<file path="config.mk">
export PLATFORM = sky130hd
export DESIGN_NAME = control_unit
export DESIGN_NICKNAME = d
export VERILOG_FILES = /design/src/rtl/control_unit.sv
export SDC_FILE = /design/constraint.sdc
export NUM_CORES = 1
export LEC_CHECK = 0
export BUFFER_PORTS_ARGS = -buffer_cell sky130_fd_sc_hd__buf_2
export CORE_AREA = 2 2 39 41
export CTS_CLUSTER_SIZE = 30
export DETAILED_ROUTE_END_ITERATION = 8
export DIE_AREA = 0 0 41 43
export PLACE_DENSITY = 0.65
export SETUP_SLACK_MARGIN = 0.1
export SYNTH_ARGS = -nofsm -noshare
export SYNTH_HDL_FRONTEND = slang
export SYNTH_SLANG_ARGS = --single-unit
</file>
<file path="constraint.sdc">
create_clock -name clk -period 0.8 [get_ports clk]
set_clock_uncertainty 0.15 [all_clocks]
set_input_delay 0.12 -clock clk [delete_from_list [all_inputs] [get_ports clk]]
set_output_delay 0.12 -clock clk [all_outputs]
set_load 0.02 [all_outputs]
</file>
<file path="src/rtl/control_unit.sv">
// Main control decoder for a LEGv8-style pipeline: decodes instruction bits [31:21]
// into a registered control word, with a synchronous bubble (flush) and async reset.
module control_unit (
  input  logic        clk,
  input  logic        rst,
  input  logic        flush,
  input  logic [10:0] opCode,
  output logic        ALUSrc,
  output logic        MemToReg,
  output logic        RegWrite,
  output logic        MemRead,
  output logic        MemWrite,
  output logic        Branch,
  output logic [1:0]  ALUOp,
  output logic        Illegal
);

  typedef struct packed {
    logic       alu_src;
    logic       mem_to_reg;
    logic       reg_write;
    logic       mem_read;
    logic       mem_write;
    logic       branch;
    logic [1:0] alu_op;
  } ctrl_word_t;

  localparam logic [10:0] OP_LDUR   = 11'b11111000010;
  localparam logic [10:0] OP_STUR   = 11'b11111000000;
  localparam logic [7:0]  OP_CBZ_HI = 8'b10110100;
  localparam logic [10:0] OP_ADD    = 11'b10001011000;
  localparam logic [10:0] OP_SUB    = 11'b11001011000;
  localparam logic [10:0] OP_AND    = 11'b10001010000;
  localparam logic [10:0] OP_ORR    = 11'b10101010000;

  localparam ctrl_word_t WORD_LDUR  = '{1'b1, 1'b1, 1'b1, 1'b1, 1'b0, 1'b0, 2'b00};
  localparam ctrl_word_t WORD_STUR  = '{1'b1, 1'b0, 1'b0, 1'b0, 1'b1, 1'b0, 2'b00};
  localparam ctrl_word_t WORD_CBZ   = '{1'b0, 1'b0, 1'b0, 1'b0, 1'b0, 1'b1, 2'b01};
  localparam ctrl_word_t WORD_RTYPE = '{1'b0, 1'b0, 1'b1, 1'b0, 1'b0, 1'b0, 2'b10};

  ctrl_word_t dec_word;
  logic       dec_illegal;
  ctrl_word_t ctrl_d, ctrl_q;
  logic       illegal_d, illegal_q;

  // Equality compares (not casez) so X/Z opcode bits never match a pattern and fall to illegal.
  always_comb begin
    dec_word    = '0;
    dec_illegal = 1'b1;
    if (opCode == OP_LDUR) begin
      dec_word    = WORD_LDUR;
      dec_illegal = 1'b0;
    end else if (opCode == OP_STUR) begin
      dec_word    = WORD_STUR;
      dec_illegal = 1'b0;
    end else if (opCode[10:3] == OP_CBZ_HI) begin
      dec_word    = WORD_CBZ;
      dec_illegal = 1'b0;
    end else if ((opCode == OP_ADD) || (opCode == OP_SUB) ||
                 (opCode == OP_AND) || (opCode == OP_ORR)) begin
      dec_word    = WORD_RTYPE;
      dec_illegal = 1'b0;
    end
  end

  always_comb begin
    ctrl_d    = dec_word;
    illegal_d = dec_illegal;
    if (flush) begin
      ctrl_d    = '0;
      illegal_d = 1'b0;
    end
  end

  always_ff @(posedge clk or posedge rst) begin
    if (rst) begin
      ctrl_q    <= '0;
      illegal_q <= 1'b0;
    end else begin
      ctrl_q    <= ctrl_d;
      illegal_q <= illegal_d;
    end
  end

  assign ALUSrc   = ctrl_q.alu_src;
  assign MemToReg = ctrl_q.mem_to_reg;
  assign RegWrite = ctrl_q.reg_write;
  assign MemRead  = ctrl_q.mem_read;
  assign MemWrite = ctrl_q.mem_write;
  assign Branch   = ctrl_q.branch;
  assign ALUOp    = ctrl_q.alu_op;
  assign Illegal  = illegal_q;

endmodule

</file>
==> impl_metrics.json <==
{
  "synthDominantCellAreaShare_pct": 48.6,
  "p_per_area_nw_per_um2": 1230,
  "finalPower_w": 0.000801,
  "synth_nets": 45,
  "place.gp.congestion": 0.752,
  "netlist_area_um2": 360,
  "wl_um": 770,
  "die_w_um": 41,
  "io_buffer_count": 22,
  "drt_iter0_drc": 2,
  "hold_path.class": "in -> async",
  "drive_gt1_share_pct": 64.4,
  "cts_buffer_depth": 2,
  "syn_avg_cell_area_um2": 11.6,
  "grt_pass1_vias": 336,
  "pwr-share-seq_pct": 44.9,
  "core_area_um2": 1380,
  "grt.overflow.total": 0,
  "synth_cell_types": 19,
  "hold_ws_ns": -0.354,
  "pre_cts_ws_ns": -0.347,
  "synth_top_cell_by_area": "dfrtp_1",
  "ys_warn_count": 0,
  "cts_sinks": 7,
  "regArea_um2": 178,
  "die_area_um2": 1760,
  "first_pass_iters": 3,
  "grt_pass1_wl_um": 1280,
  "setup_violations": 14,
  "multiInputGateArea_um2": 174,
  "wl_per_cell_um": 10.3,
  "slowest_delay_ns": 0.41,
  "max_freq_ghz": 0.950,
  "critical_path.slowest_cell": "dfrtp_2",
  "internal_power_w": 0.000632,
  "nNetsFinal": 74,
  "cp.arrival_ns": 0.78,
  "h-tree-depth": 1,
  "p_clk_share_pct": 37.5,
  "root_buffer": "clkbuf_4",
  "stdcell_count": 75,
  "syn2layout_area_growth_pct": 80.2,
  "grtUsageTotal_pct": 11.0,
  "num_vias": 332,
  "layout_setup_ws_ns": -0.252,
  "swShare_pct": 21.1,
  "grt_max_degree": 8,
  "crit_fanout": 2,
  "cts_made_buffers": 3,
  "initial_core_util_pct": 26.0,
  "hpwl_um": 654,
  "cts_tree": "built",
  "die_y_um": 43,
  "period_minus_slack_ns": 1.05,
  "slew_headroom_pct": 83.4,
  "startpoint": "MemRead",
  "diodes": 0,
  "cp-end-kind": "primary output",
  "dp.cells": 70,
  "p_sw_w": 0.000169,
  "syn-instance-count": 31,
  "crit_chain": "buf_6",
  "tightest_slew_ns": 0.248,
  "path_class": "reg -> out",
  "io_pins": 23,
  "drc": 0,
  "outcome": "finished, violations left",
  "startpoint_type": "register",
  "slew_viol_final": 0,
  "ys_seq_area_share_pct": 48.6,
  "critPathRequiredTime_ns": 0.53,
  "p_leak_nw": 0.331,
  "synth_area_leaders": "dfrtp_1 (49%), nor4b_4 (6.6%), o32ai_2 (4.5%), buf_4 (4.2%), and4bb_2 (3.5%)",
  "violations": "negative hold slack, negative setup slack",
  "comb_power_share_pct": 17.6,
  "cp_num_buf_inv": 1,
  "vdd_drop_max_v": 0.000473,
  "fin_crit_sh_pct": 132,
  "clk_pin_slew_worst_paths_ns": 0.05,
  "viasPerCell": 4.43,
  "hold_violations": 7,
  "rows": 14,
  "nFillCells": 136,
  "rsz0062_at_grt": "yes",
  "cap_violations": 0,
  "yosys_register_bits": 7,
  "postRouteAntennaNets": 0,
  "antenna_found_initial": 0,
  "cp_top_family": "flip-flops"
}
-- per-layer routing --
metal  vias to the layer above  part of all wire, %  global-route usage (%)
met5                         -                    0                       0
met4                         0                    0                    8.00
met3                         0                  8.2                    1.57
met2                        17                   58                    17.8
met1                       149                   33                    12.1
li1                        166                    -                       -
-- sequential cells by signal, indices dropped and copies added, names as in the netlist --
name,flops
Illegal,1
RegWrite,1
MemWrite,1
ALUSrc,1
MemRead,1
ALUOp,2
-- layout by cell type (no fill, tap or decap) --
cell,instances
buf_6,16
buf_2,6
dfrtp_1,5
buf_4,4
inv_1,3
clkbuf_4,3
dfrtp_2,2
nor2_1,2
nor4b_4,1
nand2_2,1
and3b_1,1
nor2_2,1
and2b_1,1
a41o_1,1
nor3b_2,1
mux2i_1,1
nand2_1,1
nor2b_1,1
and4bb_2,1
nand4_1,1
o32ai_2,1
nor3_2,1
and4_1,1
a22oi_1,1
o21ba_1,1
clkbuf_1,1
-- cell families after synthesis --
group	after synthesis	synth area share [%]
simple gates	14	29.2
mux	1	2.78
compound gates	4	12.2
buf+inv	5	7.29
flops	7	48.6
-- power by group through the flow --
| stage | logic (W) | registers (W) | clock network, W |
|---|---|---|---|
| floorplan | 0.0000407 | 0.000368 | 0 |
| global placement | 0.000107 | 0.000364 | 0 |
| detailed placement | 0.000110 | 0.000364 | 0 |
| CTS | 0.000131 | 0.000359 | 0.000324 |
| global route | 0.000156 | 0.000359 | 0.000329 |
| finish | 0.000141 | 0.000359 | 0.000300 |
-- per-stage QoR --
step	cell area (um^2)	utilization [%]	TNS, ns
6_report	649	46.9	-2.32
3_3_place_gp	500	36.2	-1.85
2_1_floorplan	370	-	-0.762
5_1_grt	649	46.9	-2.94
4_1_cts	607	43.9	-2.33
3_5_place_dp	500	36.2	-2.00
-- Yosys cell counts --
library cell  number
buf_4              2
nand2_1            2
nor3b_1            1
o32ai_2            1
a22oi_1            1
mux2i_1            1
and2b_1            1
a41o_1             1
and3b_1            1
inv_1              3
nand4_1            1
dfrtp_1            7
o21ba_1            1
nor4b_4            1
nor2_1             3
and4bb_2           1
and4_1             1
nor3_1             1
nor2b_1            1
-- final cells by class --
cell class | instances | area share [%]
Inverter | 3 | 1.73
Clock buffer | 4 | 4.05
Multi-Input combinational cell | 19 | 26.8
Sequential cell | 7 | 27.4
Timing Repair Buffer | 26 | 37.0
Tap cell | 16 | 3.08
-- path summary, 6_finish.rpt --
kind | endpoint | slack (ns) | cells after the start
worst max-delay path | MemRead | -0.25 | 1
worst min-delay path | ALUSrc | -0.35 | 2
max in group asynchronous | ALUOp[0] | 0.64 | 2
min in group clk | MemWrite | 0 | 3
-- timing repair --
item | in CTS | in global routing
buffers inserted | 0 | 1
endpoints found under the hold margin | 8 | 7
endpoints found under the setup margin | 15 | 16
gates cloned | 0 | 0
resized for setup | 20 | 9
pin swaps | 5 | 6
(Power assumes the default switching activity.)
